==> src/rtl/ex_mem_if.sv <==
// ex_mem_if: EX/MEM stage signal bundle (EX-side inputs, registered MEM-side outputs, hazard selects).
interface ex_mem_if;
  logic        stall_i, flush_i, ex_valid_i, alu_zero_i;
  logic [31:0] alu_result_i, rt_data_i, branch_target_i;
  logic [4:0]  write_reg_i, id_ex_rs_i, id_ex_rt_i, mem_wb_write_reg_i;
  logic        reg_write_i, mem_read_i, mem_write_i, mem_to_reg_i, branch_i, branch_ne_i;
  logic        mem_wb_reg_write_i;
  logic        valid_o, reg_write_o, mem_read_o, mem_write_o, mem_to_reg_o, pc_src_o;
  logic [31:0] alu_result_o, write_data_o, branch_target_o;
  logic [4:0]  write_reg_o;
  logic [1:0]  forward_a_o, forward_b_o;
  logic [15:0] taken_cnt_o;
  modport master (
    output stall_i, flush_i, ex_valid_i, alu_zero_i, alu_result_i, rt_data_i, branch_target_i,
           write_reg_i, id_ex_rs_i, id_ex_rt_i, mem_wb_write_reg_i, reg_write_i, mem_read_i,
           mem_write_i, mem_to_reg_i, branch_i, branch_ne_i, mem_wb_reg_write_i,
    input  valid_o, reg_write_o, mem_read_o, mem_write_o, mem_to_reg_o, pc_src_o, alu_result_o,
           write_data_o, branch_target_o, write_reg_o, forward_a_o, forward_b_o, taken_cnt_o
  );
  modport slave (
    input  stall_i, flush_i, ex_valid_i, alu_zero_i, alu_result_i, rt_data_i, branch_target_i,
           write_reg_i, id_ex_rs_i, id_ex_rt_i, mem_wb_write_reg_i, reg_write_i, mem_read_i,
           mem_write_i, mem_to_reg_i, branch_i, branch_ne_i, mem_wb_reg_write_i,
    output valid_o, reg_write_o, mem_read_o, mem_write_o, mem_to_reg_o, pc_src_o, alu_result_o,
           write_data_o, branch_target_o, write_reg_o, forward_a_o, forward_b_o, taken_cnt_o
  );
endinterface

==> src/rtl/ex_mem_stage.sv <==
// ex_mem_stage: EX/MEM pipeline register with branch resolve, taken counter and forwarding (EX_MEM_FWD_EN).
module ex_mem_stage (
  input logic   clk_i,
  input logic   rst_i,
  ex_mem_if.slave bus
);
  logic        valid_q, rw_q, mr_q, mw_q, m2r_q, br_q, bne_q, zero_q, pc_src;
  logic [31:0] alu_q, wd_q, bt_q;
  logic [4:0]  wr_q;
  logic [15:0] cnt_q;
  assign pc_src = valid_q & br_q & (zero_q ^ bne_q);
  always_ff @(posedge clk_i or posedge rst_i)
    if (rst_i) begin
      {valid_q, rw_q, mr_q, mw_q, m2r_q, br_q, bne_q, zero_q} <= '0;
      alu_q <= '0;
      wd_q  <= '0;
      bt_q  <= '0;
      wr_q  <= '0;
      cnt_q <= '0;
    end else if (bus.flush_i) begin
      {valid_q, rw_q, mr_q, mw_q, m2r_q, br_q, bne_q, zero_q} <= '0;
    end else if (!bus.stall_i) begin
      valid_q <= bus.ex_valid_i;
      rw_q    <= bus.reg_write_i & bus.ex_valid_i;
      mr_q    <= bus.mem_read_i & bus.ex_valid_i;
      mw_q    <= bus.mem_write_i & bus.ex_valid_i;
      m2r_q   <= bus.mem_to_reg_i & bus.ex_valid_i;
      br_q    <= bus.branch_i & bus.ex_valid_i;
      bne_q   <= bus.branch_ne_i & bus.ex_valid_i;
      zero_q  <= bus.alu_zero_i & bus.ex_valid_i;
      alu_q   <= bus.alu_result_i;
      wd_q    <= bus.rt_data_i;
      bt_q    <= bus.branch_target_i;
      wr_q    <= bus.write_reg_i;
      cnt_q   <= (pc_src && cnt_q != 16'hFFFF) ? cnt_q + 16'd1 : cnt_q;
    end
  assign bus.valid_o         = valid_q;
  assign bus.reg_write_o     = rw_q;
  assign bus.mem_read_o      = mr_q;
  assign bus.mem_write_o     = mw_q;
  assign bus.mem_to_reg_o    = m2r_q;
  assign bus.alu_result_o    = alu_q;
  assign bus.write_data_o    = wd_q;
  assign bus.branch_target_o = bt_q;
  assign bus.write_reg_o     = wr_q;
  assign bus.pc_src_o        = pc_src;
  assign bus.taken_cnt_o     = cnt_q;
`ifdef EX_MEM_FWD_EN
  logic ex_ok, wb_ok;
  assign ex_ok = valid_q & rw_q & (wr_q != 5'd0);
  assign wb_ok = bus.mem_wb_reg_write_i & (bus.mem_wb_write_reg_i != 5'd0);
  // EX/MEM result is newer than MEM/WB, so it wins on a double match
  assign bus.forward_a_o = (ex_ok && wr_q == bus.id_ex_rs_i) ? 2'b10 :
                           (wb_ok && bus.mem_wb_write_reg_i == bus.id_ex_rs_i) ? 2'b01 : 2'b00;
  assign bus.forward_b_o = (ex_ok && wr_q == bus.id_ex_rt_i) ? 2'b10 :
                           (wb_ok && bus.mem_wb_write_reg_i == bus.id_ex_rt_i) ? 2'b01 : 2'b00;
`else
  logic unused_fwd;
  assign unused_fwd = ^{bus.id_ex_rs_i, bus.id_ex_rt_i, bus.mem_wb_write_reg_i, bus.mem_wb_reg_write_i};
  assign bus.forward_a_o = 2'b00;
  assign bus.forward_b_o = 2'b00;
`endif
endmodule
==> src/flat_wrapper.sv <==
// flat-port wrapper written by rule: the top's interface ports become plain ports
module ex_mem_stage_flat 
  (clk_i, rst_i, bus_stall_i, bus_flush_i, bus_ex_valid_i, bus_alu_zero_i, bus_alu_result_i, bus_rt_data_i, bus_branch_target_i, bus_write_reg_i, bus_id_ex_rs_i, bus_id_ex_rt_i, bus_mem_wb_write_reg_i, bus_reg_write_i, bus_mem_read_i, bus_mem_write_i, bus_mem_to_reg_i, bus_branch_i, bus_branch_ne_i, bus_mem_wb_reg_write_i, bus_valid_o, bus_reg_write_o, bus_mem_read_o, bus_mem_write_o, bus_mem_to_reg_o, bus_pc_src_o, bus_alu_result_o, bus_write_data_o, bus_branch_target_o, bus_write_reg_o, bus_forward_a_o, bus_forward_b_o, bus_taken_cnt_o);
  ex_mem_if bus_i ();
  input logic clk_i;
  input logic rst_i;
  input wire logic [$bits(bus_i.stall_i)-1:0] bus_stall_i;
  input wire logic [$bits(bus_i.flush_i)-1:0] bus_flush_i;
  input wire logic [$bits(bus_i.ex_valid_i)-1:0] bus_ex_valid_i;
  input wire logic [$bits(bus_i.alu_zero_i)-1:0] bus_alu_zero_i;
  input wire logic [$bits(bus_i.alu_result_i)-1:0] bus_alu_result_i;
  input wire logic [$bits(bus_i.rt_data_i)-1:0] bus_rt_data_i;
  input wire logic [$bits(bus_i.branch_target_i)-1:0] bus_branch_target_i;
  input wire logic [$bits(bus_i.write_reg_i)-1:0] bus_write_reg_i;
  input wire logic [$bits(bus_i.id_ex_rs_i)-1:0] bus_id_ex_rs_i;
  input wire logic [$bits(bus_i.id_ex_rt_i)-1:0] bus_id_ex_rt_i;
  input wire logic [$bits(bus_i.mem_wb_write_reg_i)-1:0] bus_mem_wb_write_reg_i;
  input wire logic [$bits(bus_i.reg_write_i)-1:0] bus_reg_write_i;
  input wire logic [$bits(bus_i.mem_read_i)-1:0] bus_mem_read_i;
  input wire logic [$bits(bus_i.mem_write_i)-1:0] bus_mem_write_i;
  input wire logic [$bits(bus_i.mem_to_reg_i)-1:0] bus_mem_to_reg_i;
  input wire logic [$bits(bus_i.branch_i)-1:0] bus_branch_i;
  input wire logic [$bits(bus_i.branch_ne_i)-1:0] bus_branch_ne_i;
  input wire logic [$bits(bus_i.mem_wb_reg_write_i)-1:0] bus_mem_wb_reg_write_i;
  output wire logic [$bits(bus_i.valid_o)-1:0] bus_valid_o;
  output wire logic [$bits(bus_i.reg_write_o)-1:0] bus_reg_write_o;
  output wire logic [$bits(bus_i.mem_read_o)-1:0] bus_mem_read_o;
  output wire logic [$bits(bus_i.mem_write_o)-1:0] bus_mem_write_o;
  output wire logic [$bits(bus_i.mem_to_reg_o)-1:0] bus_mem_to_reg_o;
  output wire logic [$bits(bus_i.pc_src_o)-1:0] bus_pc_src_o;
  output wire logic [$bits(bus_i.alu_result_o)-1:0] bus_alu_result_o;
  output wire logic [$bits(bus_i.write_data_o)-1:0] bus_write_data_o;
  output wire logic [$bits(bus_i.branch_target_o)-1:0] bus_branch_target_o;
  output wire logic [$bits(bus_i.write_reg_o)-1:0] bus_write_reg_o;
  output wire logic [$bits(bus_i.forward_a_o)-1:0] bus_forward_a_o;
  output wire logic [$bits(bus_i.forward_b_o)-1:0] bus_forward_b_o;
  output wire logic [$bits(bus_i.taken_cnt_o)-1:0] bus_taken_cnt_o;
  assign bus_i.stall_i = bus_stall_i;
  assign bus_i.flush_i = bus_flush_i;
  assign bus_i.ex_valid_i = bus_ex_valid_i;
  assign bus_i.alu_zero_i = bus_alu_zero_i;
  assign bus_i.alu_result_i = bus_alu_result_i;
  assign bus_i.rt_data_i = bus_rt_data_i;
  assign bus_i.branch_target_i = bus_branch_target_i;
  assign bus_i.write_reg_i = bus_write_reg_i;
  assign bus_i.id_ex_rs_i = bus_id_ex_rs_i;
  assign bus_i.id_ex_rt_i = bus_id_ex_rt_i;
  assign bus_i.mem_wb_write_reg_i = bus_mem_wb_write_reg_i;
  assign bus_i.reg_write_i = bus_reg_write_i;
  assign bus_i.mem_read_i = bus_mem_read_i;
  assign bus_i.mem_write_i = bus_mem_write_i;
  assign bus_i.mem_to_reg_i = bus_mem_to_reg_i;
  assign bus_i.branch_i = bus_branch_i;
  assign bus_i.branch_ne_i = bus_branch_ne_i;
  assign bus_i.mem_wb_reg_write_i = bus_mem_wb_reg_write_i;
  assign bus_valid_o = bus_i.valid_o;
  assign bus_reg_write_o = bus_i.reg_write_o;
  assign bus_mem_read_o = bus_i.mem_read_o;
  assign bus_mem_write_o = bus_i.mem_write_o;
  assign bus_mem_to_reg_o = bus_i.mem_to_reg_o;
  assign bus_pc_src_o = bus_i.pc_src_o;
  assign bus_alu_result_o = bus_i.alu_result_o;
  assign bus_write_data_o = bus_i.write_data_o;
  assign bus_branch_target_o = bus_i.branch_target_o;
  assign bus_write_reg_o = bus_i.write_reg_o;
  assign bus_forward_a_o = bus_i.forward_a_o;
  assign bus_forward_b_o = bus_i.forward_b_o;
  assign bus_taken_cnt_o = bus_i.taken_cnt_o;
  ex_mem_stage u_core (.clk_i(clk_i), .rst_i(rst_i), .bus(bus_i));
endmodule
==> config.mk <==
export PLATFORM = sky130hd
export DESIGN_NAME = ex_mem_stage_flat
export DESIGN_NICKNAME = d
export VERILOG_FILES = /design/src/rtl/ex_mem_if.sv /design/src/rtl/ex_mem_stage.sv /design/src/flat_wrapper.sv
export SDC_FILE = /design/constraint.sdc
export NUM_CORES = 1
export LEC_CHECK = 0
export BUFFER_PORTS_ARGS = -buffer_cell sky130_fd_sc_hd__buf_2
export CAP_MARGIN = 20
export CORE_MARGIN = 1
export CORE_UTILIZATION = 45
export CTS_CLUSTER_DIAMETER = 200
export DETAILED_ROUTE_END_ITERATION = 8
export GPL_ROUTABILITY_DRIVEN = 0
export PLACE_DENSITY = 0.89
export SETUP_SLACK_MARGIN = 0.4
export SLEW_MARGIN = 20
export SYNTH_ARGS = -nofsm -noshare
export SYNTH_HDL_FRONTEND = slang
export SYNTH_SLANG_ARGS = --single-unit
==> constraint.sdc <==
create_clock -name clk_i -period 6.1 [get_ports clk_i]
set_clock_uncertainty 0.1 [all_clocks]
set_input_delay 1.83 -clock clk_i [delete_from_list [all_inputs] [get_ports clk_i]]
set_output_delay 1.83 -clock clk_i [all_outputs]
set_load 0.02 [all_outputs]
---- After elaboration in Yosys (flattened, before gate mapping) ----
Cells that the tools add are included.
cells by class
  add/sub/neg operators ................... 1
  bitwise operators ....................... 12
  equality and inequality tests ........... 2
  mux-type cells .......................... 16
  reductions and logical operators ........ 3
operator list
  operator                                                         number
  16-bit by 1-bit adder with 16-bit output, second input constant  1
  1-bit 2-to-1 mux                                                 16
  16-bit != test, second input constant                            1
  1-bit bitwise AND                                                9
  3-bit AND reduction                                              1
  2-bit by 1-bit != test with 1-bit output, second input constant  1
  1-bit NOT                                                        2
  2-bit AND reduction                                              1
  1-bit logical AND                                                1
  1-bit bitwise XOR                                                1
storage, ports and cells
  output and inout port bits .............. 127
  flip-flop bits (word level) ............. 125
  bits of input ports ..................... 129
  word-level logic and storage cells ...... 47

---- Logic depth before layout (Yosys ltp) ----
  depth in word-level cells ............... 4
  depth in mapped cells ................... 6
  mapped depth without buffers ............ 5

---- Least setup slack after synthesis ----
OpenSTA, ideal clock, no wires.
  path kind ............................... input -> register
  from .................................... input bus_flush_i
  to ...................................... register u_core.cnt_q[1], in the netlist u_core.bus.taken_cnt_o[1]
  required time ........................... 5.875 ns
  arrival ................................. 2.973 ns
  buffers on the path ..................... 1
  setup slack ............................. 2.902 ns
  setup time .............................. 0.125 ns
  cell stages on the path ................. 5
  cell sequence ........................... buf_6 -> nand4bb_4 -> or2_2 -> nor2_1 -> mux2_2
on the way
  cells in the longest elaborated chain, start to end .. 2
RTL lines
  element                               line                source
  start: declaration                    flat_wrapper.sv:8   input wire logic [$bits(bus_i.flush_i)-1:0] bus_flush_i;
  1-bit NOT (no source line)            n/a
  3-bit AND reduction (no source line)  n/a
  end signal: assignment                ex_mem_stage.sv:35  cnt_q <= (pc_src && cnt_q != 16'hFFFF) ? cnt_q + 16'd1 : cnt_q;
  end: declaration                      ex_mem_stage.sv:10  logic [15:0] cnt_q;
Every way passes these cells.
A chain may end at the register's enable or synchronous reset.

---- Worst setup path after layout ----
  from .................................... register u_core.bne_q
  to ...................................... output bus_pc_src_o
on the way
  cells in the longest elaborated chain, start to end .. 2
RTL lines
  element                   line                source
  start: declaration        ex_mem_stage.sv:7   logic valid_q, rw_q, mr_q, mw_q, m2r_q, br_q, bne_q, zero_q, pc_src;
  start signal: assignment  ex_mem_stage.sv:29  bne_q <= bus.branch_ne_i & bus.ex_valid_i;
  1-bit bitwise XOR         ex_mem_stage.sv:11  assign pc_src = valid_q & br_q & (zero_q ^ bne_q);
  1-bit bitwise AND         ex_mem_stage.sv:11
  end: declaration          flat_wrapper.sv:30  output wire logic [$bits(bus_i.pc_src_o)-1:0] bus_pc_src_o;
Every way passes these cells.

==> impl_metrics.csv <==
group,metric,value,unit
final_layout,diodes,0,
clocking,clockBufferDepth,2,
yosys,synthCells,324,
outcome,outcome,"finished, final reports clean",
clocking,htreeDepth,4,
clocking,cts_setup_buffers,0,
global_routing,grt_pass1_vias,3733,
drt,wl_per_cell,15.71,um
sta,rsz0062_at_grt,"false",
floorplan,die_y,106.5,um
yosys,synth_edf_count,0,
flow_run,cap_violations,0,
yosys,yosysUniqueCellTypes,32,
clocking,root_buffer,"clkbuf_8",
yosys,synth_simple_gate_area_share,6.565,%
yosys,synth-xor-area-share,2.494,%
yosys,muxShareOfSynthArea,23.77,%
global_routing,grt_max_degree,83,
clocking,cts.sinks,125,
global_routing,grt_pass1_wl,17.41,mm
drt,vias,3527,
final_layout,drive_above_1_share,65.46,%
yosys,yosysSeqAreaShare,63.61,%
yosys,synth_top_flop_cell,"dfrtp_1",
setup_path,path_cells,"xnor2_1 > nor2_1 > buf_2",
yosys,ys_warn_count,0,
clocking,postCtsHoldBufs,0,
place,dp_hpwl,8.080,mm
final_layout,final_core_util,64.72,%
drt,wl,11.24,mm
clocking,worstSkewPairLatency,0.50,ns
yosys,synth_compound_area_share,1.120,%
clocking,cts_buffers,17,
setup_path,cp-start-kind,"flop",
setup_path,critPathTopFamily,"XOR/XNOR gates",
setup_path,critPathKind,"reg -> out",
setup_path,required,4.17,ns
sta,totalNegativeSetupSlack,0,ns
drt,dr.pass1.iters,4,
yosys,synthArstFlopShare,100.0,%
floorplan,die_area,0.01135,mm^2
yosys,synth-seq-cells,125,
power_and_ir_drop,total_power,0.002326,W
global_routing,track_usage,20.03,%
final_layout,final_cells,715,
sta,max_freq,0.2809,GHz
floorplan,ios,256,
drt,via_per_inst,4.933,
setup_path,crit_path_max_fanout,6,
sta,finalCritPeriodShare,58.36,%
yosys,syn_area_per_cell,15.18,um^2
sta,post-route-min-period,3.560,ns
floorplan,rows,37,
global_routing,overflow,0,
power_and_ir_drop,leakagePower,3.337,nW
yosys,synthAdderAreaFrac,0.2545,%
drt,drt-initial-drc-count,94,
sta,max_slew.worst_pin.slew,0.6559,ns
yosys,netlist_area,0.004917,mm^2
sta,timing.final.ws_setup,2.540,ns
setup_path,max_stage_delay,0.44,ns
sta,slew_headroom,56.17,%
final_layout,nNetsFinal,696,
global_routing,antenna_found_initial,0,
worst_hold_path,hold_class,"reg -> reg",
setup_path,crit_path_end_kind,"output pin",
clocking,cts_tree,"done",
setup_path,arrival,1.63,ns
clocking,clk_pin_slew,0.06,ns
floorplan,core_area,0.01046,mm^2
floorplan,start_util,47.00,%
sta,final_max_slew_viol_count,0,
place,dp.cells,683,
setup_path,critical-path-slowest-cell,"xnor2_1",
power_and_ir_drop,powerDensity,343.5,mW/mm^2
place,io_buffer_count,235,
final_layout,areaGrowthSynthToFinish,37.71,%
clocking,cts_resized,0,
sta,setup_viol_count_final,0,
drt,drc,0,
yosys,synth_top_family_by_area,"multiplexers",
sta,hold_viol,0,
setup_path,cp.buffers_inverters,1,
place,pre_cts_slack,2.412,ns
power_and_ir_drop,ir_worst_vdd,0.1466,mV
drt,postRouteAntennaNets,0,
floorplan,die_w,106.5,um
-- cell families (layout without fill, tap and decap cells) --
| logic type | Yosys count | count (layout) |
|---|---|---|
| adder cells (fa/ha/maj) | 1 | 1 |
| multiplexers | 104 | 104 |
| other | 1 | 4 |
| AO/OA/AOI/OAI | 8 | 8 |
| flip-flops | 125 | 125 |
| XOR/XNOR | 14 | 14 |
| buffers and inverters | 19 | 271 |
| AND/OR/NAND/NOR | 52 | 52 |
-- cell usage after synthesis, types with 2 or more instances --
cell type,number,area (um^2)
buf_4,4,30.03
buf_2,8,40.04
nand4_1,8,50.05
nand3_1,6,30.03
nand2_1,6,22.52
nor2_1,14,52.55
xnor2_1,10,87.58
buf_1,2,7.510
mux2i_1,2,20.02
a21oi_1,2,10.01
a22oi_1,6,45.04
xor2_1,4,35.03
dfrtp_1,125,3128
and4_1,4,35.03
mux2_2,102,1149
clkbuf_1,3,11.26
and3_1,3,18.77
-- worst reg2reg max path, cell delays in order (launching register included) --
cell and delay, ns:
dfrtp_1 0.43, ha_1 0.28, and4_1 0.24, and4_1 0.27, nor2_1 0.19, mux2_2 0.36
-- path summary, 6_finish.rpt --
check                           slack [ns]                     startpoint  depth (start not counted)                            end
worst max-delay path                  2.54                   u_core.bne_q                          3                   bus_pc_src_o
worst min-delay path                  0.40  u_core.bus.branch_target_o[1]                          1  u_core.bus.branch_target_o[1]
worst max register to register        4.12      u_core.bus.taken_cnt_o[0]                          5      u_core.bus.taken_cnt_o[1]
worst min register to register        0.40  u_core.bus.branch_target_o[1]                          1  u_core.bus.branch_target_o[1]
max in group asynchronous             3.67                          rst_i                          3    u_core.bus.write_data_o[20]
min in group asynchronous             1.26                          rst_i                          2     u_core.bus.alu_result_o[2]
-- flip-flops by register name, summed over array words and instances (netlist names), 5 cells and up --
name                        count
u_core.bus.alu_result_o        32
u_core.bus.taken_cnt_o         16
u_core.bus.write_data_o        32
u_core.bus.branch_target_o     32
u_core.bus.write_reg_o          5
-- cell type report --
type	count	area, um^2
fillers	819	3691
clock buffers	21	459.2
multi-input cells	183	1704
clock inverters	11	92.59
repair buffers	238	1211
well taps	136	170.2
inverters	1	6.256
flip-flops and latches	125	3128
-- metal layers --
metal | vias to the layer above | share of wire (%) | wire, um | GRT usage [%]
met5 | - | 0 | 0 | 0
met4 | 0 | 1.7 | 192 | 8.904
met3 | 22 | 6.6 | 743 | 5.825
met2 | 167 | 54 | 6093 | 37.29
met1 | 1703 | 37 | 4207 | 20.66
li1 | 1635 | - | - | -
-- per-stage QoR --
step	cell area, um^2	hold slack (ns)
2_1_floorplan	4928	0.4046
3_3_place_gp	6220	0.3833
6_report	6771	0.4015
4_1_cts	6771	0.4038
3_5_place_dp	6220	0.3899
5_1_grt	6771	0.4130
-- placed cells by master (no fill, tap or decap), drive strengths merged, types with 3 or more instances in the layout --
cell type / synthesis / final
a22oi: 6 / 6
xnor2: 10 / 10
clkinv: 0 / 5
nor2: 14 / 14
buf: 15 / 238
conb: 1 / 4
nand2: 6 / 6
clkinvlp: 0 / 5
nand3: 6 / 6
mux2: 102 / 102
nand4: 8 / 8
and3: 3 / 3
dfrtp: 125 / 125
xor2: 4 / 4
and4: 4 / 4
clkbuf: 3 / 21
-- where the power goes --
group / internal [W] / total [W] / switching, W
clock network: 0.000568 / 0.000919 / 0.000351
registers: 0.000931 / 0.000983 / 0.0000519
logic: 0.000180 / 0.000424 / 0.000244
Power figures use the tool's default switching activity.
